`config.mk`:
```
export PLATFORM = sky130hd
export DESIGN_NAME = sqrt_sequencer
export DESIGN_NICKNAME = d
export VERILOG_FILES = /design/src/rtl/sqrt_sequencer.sv
export SDC_FILE = /design/constraint.sdc
export NUM_CORES = 1
export LEC_CHECK = 0
export BUFFER_PORTS_ARGS = -buffer_cell sky130_fd_sc_hd__buf_2
export CAP_MARGIN = 20
export CELL_PAD_IN_SITES_DETAIL_PLACEMENT = 0
export CELL_PAD_IN_SITES_GLOBAL_PLACEMENT = 1
export CORE_UTILIZATION = 37
export DETAILED_ROUTE_END_ITERATION = 7
export GPL_ROUTABILITY_DRIVEN = 0
export PLACE_DENSITY_LB_ADDON = 0.1
export SETUP_SLACK_MARGIN = 0.02
export SLEW_MARGIN = 5
export SYNTH_ARGS = -nofsm -noshare
export SYNTH_HDL_FRONTEND = slang
export SYNTH_SLANG_ARGS = --single-unit
```
`constraint.sdc`:
```
create_clock -name clk -period 1.97 [get_ports clk]
set_input_delay 0.591 -clock clk [delete_from_list [all_inputs] [get_ports clk]]
set_output_delay 0.591 -clock clk [all_outputs]
set_load 0.01 [all_outputs]
```
`src/rtl/sqrt_sequencer.sv`:
```
// Initiator for the square-root core's start/done handshake: pops operand pairs,
// runs the core, pushes results, and recovers a hung core by pulsing its clear.
module sqrt_sequencer #(
   parameter int W       = 5,
   parameter int TIMEOUT = 32,
   parameter int CNT_W   = 8
) (
   input  logic             clk,
   input  logic             clear,
   input  logic             fifo_empty,
   output logic             fifo_rd,
   input  logic [2*W-1:0]   fifo_dout,
   output logic [W-1:0]     sq_in1,
   output logic [W-1:0]     sq_in2,
   output logic             sq_start,
   output logic             sq_clear,
   input  logic             sq_done,
   input  logic [W-1:0]     sq_out,
   input  logic             res_full,
   output logic             res_wr,
   output logic [W-1:0]     res_din,
   output logic             busy,
   output logic             err_timeout,
   output logic [CNT_W-1:0] res_count
);

   localparam int TW = (TIMEOUT > 2) ? $clog2(TIMEOUT) : 1;
   localparam logic [TW-1:0] TMAX = TW'(TIMEOUT - 1);

   typedef enum logic [2:0] {
      S_IDLE,
      S_POP,
      S_START,
      S_WAIT,
      S_RECOVER,
      S_PUSH
   } state_t;

   state_t           state_q, state_d;
   logic             fifo_rd_q, fifo_rd_d;
   logic             sq_start_q, sq_start_d;
   logic             sq_clear_q, sq_clear_d;
   logic             res_wr_q, res_wr_d;
   logic             busy_q, busy_d;
   logic             err_q, err_d;
   logic [W-1:0]     in1_q, in1_d;
   logic [W-1:0]     in2_q, in2_d;
   logic [W-1:0]     res_din_q, res_din_d;
   logic [CNT_W-1:0] cnt_q, cnt_d;
   logic [TW-1:0]    timer_q, timer_d;

   always_comb begin
      state_d    = state_q;
      fifo_rd_d  = 1'b0;
      sq_start_d = 1'b0;
      sq_clear_d = 1'b1;
      res_wr_d   = 1'b0;
      err_d      = err_q;
      in1_d      = in1_q;
      in2_d      = in2_q;
      res_din_d  = res_din_q;
      cnt_d      = cnt_q;
      timer_d    = timer_q;
      unique case (state_q)
         S_IDLE: begin
            if (!fifo_empty) begin
               fifo_rd_d = 1'b1;
               state_d   = S_POP;
            end
         end
         S_POP: begin
            in1_d      = fifo_dout[2*W-1:W];
            in2_d      = fifo_dout[W-1:0];
            sq_start_d = 1'b1;
            state_d    = S_START;
         end
         S_START: begin
            timer_d = '0;
            state_d = S_WAIT;
         end
         S_WAIT: begin
            // done takes priority over an expiry in the same cycle
            if (sq_done) begin
               res_din_d = sq_out;
               state_d   = S_PUSH;
            end else if (timer_q == TMAX) begin
               err_d      = 1'b1;
               sq_clear_d = 1'b0;
               state_d    = S_RECOVER;
            end else begin
               timer_d = timer_q + TW'(1);
            end
         end
         S_RECOVER: begin
            state_d = S_IDLE;
         end
         S_PUSH: begin
            if (!res_full) begin
               res_wr_d = 1'b1;
               cnt_d    = cnt_q + CNT_W'(1);
               state_d  = S_IDLE;
            end
         end
         default: begin
            state_d = S_IDLE;
         end
      endcase
      busy_d = (state_d != S_IDLE);
   end

   always_ff @(posedge clk) begin
      if (!clear) begin
         state_q    <= S_IDLE;
         fifo_rd_q  <= 1'b0;
         sq_start_q <= 1'b0;
         sq_clear_q <= 1'b1;
         res_wr_q   <= 1'b0;
         busy_q     <= 1'b0;
         err_q      <= 1'b0;
         in1_q      <= '0;
         in2_q      <= '0;
         res_din_q  <= '0;
         cnt_q      <= '0;
         timer_q    <= '0;
      end else begin
         state_q    <= state_d;
         fifo_rd_q  <= fifo_rd_d;
         sq_start_q <= sq_start_d;
         sq_clear_q <= sq_clear_d;
         res_wr_q   <= res_wr_d;
         busy_q     <= busy_d;
         err_q      <= err_d;
         in1_q      <= in1_d;
         in2_q      <= in2_d;
         res_din_q  <= res_din_d;
         cnt_q      <= cnt_d;
         timer_q    <= timer_d;
      end
   end

   assign fifo_rd     = fifo_rd_q;
   assign sq_start    = sq_start_q;
   assign sq_clear    = sq_clear_q;
   assign res_wr      = res_wr_q;
   assign busy        = busy_q;
   assign err_timeout = err_q;
   assign sq_in1      = in1_q;
   assign sq_in2      = in2_q;
   assign res_din     = res_din_q;
   assign res_count   = cnt_q;

endmodule

```
==> key figures, run 1 <==
Run status
  – Outcome: completed

Routing
  – Initial DRC Count: 37
  – Total Routed Length: 3340 um
  – 1st-pass router iterations: 5
  – Drt drc: 0
  – Post-route ant nets: 0
  – Via count: 1342
  – Wirelength per Cell: 12.8 um
  – Vias per inst: 5.12

Yosys
  – Post-Synth Adder-Cell Area: 0.0240
  – Mapped Area: 1570 um2
  – Most used DFF post-synth: dfxtp_1
  – Simple-gate area share of the yosys netlist: 0.233
  – Post-synth EDFFs: 0
  – Yosys warnings: 0
  – Syn nets: 188
  – Synth cell types: 34
  – Synthesized area per cell: 9.49 um2
  – Count of state elements after synthesis: 37
  – Post-synthesis mux area share: 0.0767
  – Post-synthesis sequential area ratio: 0.473
  – Syn Inst Count: 165
  – Synth Area in XOR/XNOR: 0.00559
  – Synth async-reset ratio: 0
  – Largest family of logic cells by synthesized area: simple AND/OR/NAND/NOR gates
  – Complex-gate fraction of the synthesized area: 0.125

Timing
  – Relative slew slack: 0.720
  – Minimum clock period: 1850 ps
  – Final Hold Viols: 0
  – Setup ws final: 123 ps
  – Clock skew: 5.01 ps
  – Worst-Margin Slew: 419 ps
  – RSZ-0062 raised after global routing: false
  – Fmax: 0.541 GHz
  – Setup Viol. Count Final: 0
  – Final period util: 0.938
  – Final Max Tran Viols: 0
  – Setup TNS: 0 ps

GRT
  – Vias in the first global route: 1178
  – All-Layer GR Usage: 0.159
  – Initial antenna violation count: 0
  – First-pass GRT wire length: 5300 um
  – Largest net degree at the start of global routing: 19
  – Grt total ovfl: 0

Final layout
  – Fin area: 1930 um2
  – # fillers: 402
  – Fin util: 0.480
  – Final nets: 234
  – Share of layout cells above drive strength 1: 0.302
  – Area growth syn-to-layout: 23.5%
  – N_diodes: 0

Placed design
  – IO buf count: 48
  – Place WS: 109 ps
  – DP Area: 1810 um2
  – DPL Wire Length: 2400 um

Critical path
  – CP endpoint kind: flip-flop
  – CP arrival: 2070 ps
  – CP cell instances: ha_1, and3_1, ha_1, o21a_2, or4_1, a21oi_1
  – Startpoint Class: flip-flop
  – Required @ worst endpoint: 2190 ps
  – Crit-path max cell delay: 470 ps
  – Worst Setup Path Type: reg2reg
  – Buf/Inv on CP: 0
  – Largest delay contributor family on the critical path: simple AND/OR/NAND/NOR gates
  – Most used cell, CP: ha_1
  – Crit Path Max Fanout: 7
  – Crit-path slowest cell: or4_1

Pwr
  – Switch Pwr: 0.381 mW
  – Fraction of power consumed by sequential logic: 0.486
  – Comb power frac: 0.092
  – Peak supply drop: 0.426 mV
  – Net Sw Frac: 0.233
  – Power per standard cell area: 846 nW/um2
  – Clock Power Share: 0.422
  – P_int: 1.26 mW
  – Leak pwr: 0.828 nW

Floorplanning
  – I/O pin count: 49
  – Core ar.: 4030 um2
  – Die Area: 4500 um2
  – Placement row count: 23
  – Die Ht: 67.1 um
  – Initial Util: 0.389
  – Die X: 67.1 um

CTS
  – H-tree depth: 2
  – Cts bufs inserted: 5
  – CTS Hold Bufs: 0
  – Max Buffers Root-to-Sink: 2
  – CTS root buffer: clkbuf_8
  – Clock transition at path regs: 70 ps
  – Clock Sinks: 37
  – Worst-Skew Late Latency: 290 ps
  – TritonCTS clock tree: built

Flow run
  – Max-Cap Viols: 0

Worst hold path
  – Worst min path class: reg2reg
## layer usage
| layer | part of all wire | GRT usage |
|---|---|---|
| met1 | 0.46 | 0.190 |
| met2 | 0.47 | 0.255 |
| met3 | 0.047 | 0.0479 |
| met4 | 0.018 | 0.0798 |
| met5 | 0 | 0 |
## kinds of logic after synthesis
| kind of cell | count (synthesis) |
|---|---|
| mux | 12 |
| compound gates | 33 |
| simple gates | 61 |
| buf+inv | 18 |
| xor+xnor | 1 |
| flops | 37 |
| fa+ha+maj | 3 |
## cell type report
| type | instances | area (um2) | area share |
|---|---|---|---|
| Clock buffer | 6 | 82.6 | 0.0427 |
| Multi-Input combinational cell | 110 | 729 | 0.377 |
| Clock inverter | 2 | 37.5 | 0.0194 |
| Tap cell | 50 | 62.6 | 0.0323 |
| Timing Repair Buffer | 50 | 255 | 0.132 |
| Sequential cell | 37 | 741 | 0.383 |
| Inverter | 7 | 26.3 | 0.0136 |
## tightest hold or removal path, stage by stage, from the launching register on
cell and delay (ps):
dfxtp_1 310, nand2_1 50, a21oi_1 50
## timing repair
item,in CTS,in global routing
setup buffers,0,0
setup endpoints to repair,0,1
gates resized for setup,0,1
## placed cells by master, fill, tap and decap left out
cell type,count
nand2_1,11
o21ai_0,6
buf_2,48
o32ai_1,1
clkinvlp_4,1
nand3b_1,1
nor4_2,1
nor4_1,1
and2_1,1
nand2b_4,1
a21oi_1,16
o21a_2,1
inv_1,7
nor2_1,17
mux2i_1,12
nand2b_1,1
and3_1,2
bufinv_16,1
o221a_2,1
nand4bb_4,1
buf_4,2
xor2_1,1
and3b_1,4
o21a_1,1
nand4_1,1
nor4b_1,1
nor3b_2,1
or4_1,6
ha_1,3
o22ai_1,1
dfxtp_1,37
nand4b_1,1
or3_1,1
clkbuf_8,6
nand3_1,9
o31ai_1,6
## stage by stage
| stage | cells | total power, mW | hold slack (ps) |
|---|---|---|---|
| 6_report | 262 | 1.64 | 449 |
| 5_1_grt | 262 | 1.70 | 482 |
| 4_1_cts | 262 | 1.65 | 453 |
| 3_5_place_dp | 254 | 0.965 | 443 |
| 3_3_place_gp | 254 | 0.960 | 440 |
| 2_1_floorplan | 165 | 0.915 | 448 |
## Yosys cell counts, types with 2 or more instances
cell,number,area [um2]
o21ai_0,6,30.0
buf_2,3,15.0
a21oi_1,16,80.1
buf_6,3,33.8
inv_1,7,26.3
clkbuf_1,4,15.0
ha_1,3,37.5
nor2_1,17,63.8
mux2i_1,12,120
and3b_1,4,35.0
nand2_1,11,41.3
o21a_1,2,15.0
nand3_1,9,45.0
or4_1,6,45.0
dfxtp_1,37,741
and3_1,2,12.5
o31ai_1,6,45.0
## worst paths after layout
kind                    from    endpoint  slack (ps)  depth (start not counted)
setup / recovery  timer_q[0]  timer_q[3]         120                          6
setup reg to reg  timer_q[0]  timer_q[3]         120                          6
hold / removal    res_din[0]  res_din[0]         450                          2
hold reg to reg   res_din[0]  res_din[0]         450                          2
## power by group through the flow
stage	combinational, mW	sequential [mW]	clock, mW
2_1_floorplan	0.102	0.813	0
3_3_place_gp	0.147	0.812	0
3_5_place_dp	0.152	0.813	0
4_1_cts	0.152	0.796	0.700
5_1_grt	0.165	0.800	0.739
6_report	0.151	0.796	0.691
## sequential cells by signal (all words and copies together) (netlist names)
signal / cells
state_q: 3
sq_start: 1
sq_in1: 5
res_wr: 1
sq_clear: 1
fifo_rd: 1
busy: 1
res_din: 5
timer_q: 5
sq_in2: 5
err_timeout: 1
res_count: 8
Note: power is estimated with default switching activity, not from simulation.
==> inputs of run 2 (changes only) <==
- CELL_PAD_IN_SITES_DETAIL_PLACEMENT: 0 -> 1
- CELL_PAD_IN_SITES_GLOBAL_PLACEMENT: 1 -> 2
- CORE_UTILIZATION: 37 -> 29
- clock period: 1.97 -> 2 ns (I/O delays scaled with it)
==> run 2 against run 1 <==
Compared with the run above:
- wire length rose by 16%
- sequential share of layout area down 0.12 points
- clock-buffer cell count up 1
- register-to-register slack barely moved
- cell count is 8.0% higher
- via count is 1.7% higher
- cell area up 0.32%
- global-route usage fell by 1.3 points
- maximum frequency fell by 2.1%
- critical path depth stayed put
- non-clock buffer count is 2 higher
- first-iteration DRC count down 49%
==> key figures, run 2 (synthesis results as in run 1) <==
Run status
  – Outcome: completed (unchanged)

Timing
  – Final Max Tran Viols: 0 (unchanged)
  – Fmax: 0.530 GHz (was 0.541 GHz)
  – Final Hold Viols: 0 (unchanged)
  – Relative slew slack: 0.727 (was 0.720)
  – Clock skew: 6.40 ps (was 5.01 ps)
  – Fin Hold WS: 450 ps (was 449 ps)
  – Minimum clock period: 1890 ps (was 1850 ps)
  – RSZ-0062 raised after global routing: false (unchanged)
  – Setup Viol. Count Final: 0 (unchanged)
  – Worst-Margin Slew: 409 ps (was 419 ps)
  – Final period util: 0.943 (was 0.938)
  – Setup TNS: 0 ps (unchanged)

Routing
  – Drt drc: 0 (unchanged)
  – Vias per inst: 4.82 (was 5.12)
  – 1st-pass router iterations: 4 (was 5)
  – Met1 Wirelength: 1720 um (was 1550 um)
  – Total Routed Length: 3890 um (was 3340 um)
  – Via count: 1365 (was 1342)
  – Wirelength per Cell: 13.7 um (was 12.8 um)
  – Met2 wire len: 1940 um (was 1580 um)
  – Post-route ant nets: 0 (unchanged)
  – DR top layer: met4 (unchanged)
  – Initial DRC Count: 19 (was 37)
  – Routed length on met3: 179 um (was 158 um)

Floorplanning
  – Die Ht: 75.5 um (was 67.1 um)
  – Die Area: 5700 um2 (was 4500 um2)
  – Die X: 75.5 um (was 67.1 um)
  – Initial Util: 0.305 (was 0.389)
  – Placement row count: 26 (was 23)
  – I/O pin count: 49 (unchanged)
  – Core ar.: 5140 um2 (was 4030 um2)

Final layout
  – Most frequent cells in the layout: buf_2, dfxtp_1, nor2_1 (unchanged)
  – Most common cell after layout, fill and taps aside: buf_2 (unchanged)
  – Share of layout cells above drive strength 1: 0.300 (was 0.302)
  – # fillers: 655 (was 402)
  – Area growth syn-to-layout: 23.9% (was 23.5%)
  – N_diodes: 0 (unchanged)
  – Layout Cells excl Fill: 283 (was 262)
  – Reg area: 741 um2 (unchanged)
  – Area of the multi-input gates: 729 um2 (unchanged)
  – Final nets: 236 (was 234)
  – Max FFs per register: 8 (unchanged)

Critical path
  – Reg-to-Reg Start: timer_q[0] (unchanged)
  – CP arrival: 2100 ps (was 2070 ps)
  – Startpoint Class: flip-flop (unchanged)
  – Worst R2R End: timer_q[3] (unchanged)
  – Required @ worst endpoint: 2210 ps (was 2190 ps)
  – R2r worst-path depth: 6 (unchanged)
  – Flop2flop setup slack: 110 ps (was 120 ps)
  – Crit Path Max Fanout: 7 (unchanged)
  – CP endpoint kind: flip-flop (unchanged)
  – Worst Setup Path Type: reg2reg (unchanged)

Pwr
  – Power per standard cell area: 757 nW/um2 (was 846 nW/um2)
  – Leak pwr: 0.824 nW (was 0.828 nW)
  – Peak supply drop: 0.283 mV (was 0.426 mV)

CTS
  – Clock Sinks: 37 (unchanged)
  – Worst-Skew Late Latency: 290 ps (about the same)
  – Clock transition at path regs: 70 ps (about the same)
  – Max Buffers Root-to-Sink: 2 (unchanged)
  – CTS root buffer: clkbuf_8 (unchanged)
  – TritonCTS clock tree: built (unchanged)
  – CTS Hold Bufs: 0 (unchanged)
  – Cts bufs inserted: 5 (unchanged)
  – H-tree depth: 2 (unchanged)

Worst hold path
  – Hold endpoint: res_din[4] (was res_din[0])
  – Hold wc startpoint: res_din[4] (was res_din[0])
  – Hold-critical path depth: 2 (unchanged)
  – Worst min path class: reg2reg (unchanged)

Placed design
  – DPL Wire Length: 2850 um (was 2400 um)
  – IO buf count: 48 (unchanged)
  – Cell count after placement: 276 (was 254)

GRT
  – Vias in the first global route: 1409 (was 1178)
  – Grt total ovfl: 0 (unchanged)
  – Initial antenna violation count: 0 (unchanged)
  – Largest net degree at the start of global routing: 15 (was 19)
  – All-Layer GR Usage: 0.146 (was 0.159)
  – First-pass GRT wire length: 6250 um (was 5300 um)

Flow run
  – Max-Cap Viols: 0 (unchanged)
[run 2: cell type report]
class                      count  area share
multi-input combinational    110       0.376
sequential                    37       0.382
tap                           70      0.0451
clock buffer                   7      0.0445
inverter                       7      0.0135
timing repair buffer          52       0.139
[run 2: power breakdown]
group	internal, mW	leakage, nW	total (mW)	switching, mW
sequential	0.762	0.300	0.781	0.0185
combinational	0.0737	0.480	0.160	0.0865
clock	0.274	0.0443	0.528	0.255
[run 2: per-stage QoR]
stage | area (um2) | worst slack (ps) | total power [mW] | utilization
after floorplan | 1570 | 258 | 0.901 | -
after global placement | 1850 | 182 | 0.953 | 0.361
after detailed placement | 1850 | 122 | 0.960 | 0.361
after CTS | 1940 | 91.2 | 1.50 | 0.377
after global routing | 1940 | 19.7 | 1.54 | 0.378
final | 1940 | 113 | 1.47 | 0.378
[run 2: what timing repair did]
action                                  CTS  global route
endpoints found under the setup margin    0             1
endpoints found under the hold margin     0             0
gates resized for setup                   0             1
buffers inserted                          0             0
[run 2: worst max path at each step]
stage / cells after the start / start / to / slack [ps]
floorplan: 6 / timer_q[0] / timer_q[3] / 260
global placement: 4 / res_full / res_count[5] / 180
detailed placement: 6 / timer_q[0] / timer_q[3] / 120
CTS: 6 / timer_q[0] / timer_q[3] / 90
global route: 6 / timer_q[0] / timer_q[3] / 20
finish: 6 / timer_q[0] / timer_q[3] / 110
[run 2: layer usage]
metal  vias up  global-route usage
li1        674                   -
met1       658               0.165
met2        28               0.261
met3         5              0.0370
met4         0              0.0617
met5         -                   0
[run 2: worst max-delay path: stages, from the launching register on]
cell and delay [ps]:
dfxtp_1 330, ha_1 210, and3_1 180, ha_1 220, o21a_2 250, or4_1 470, a21oi_1 160
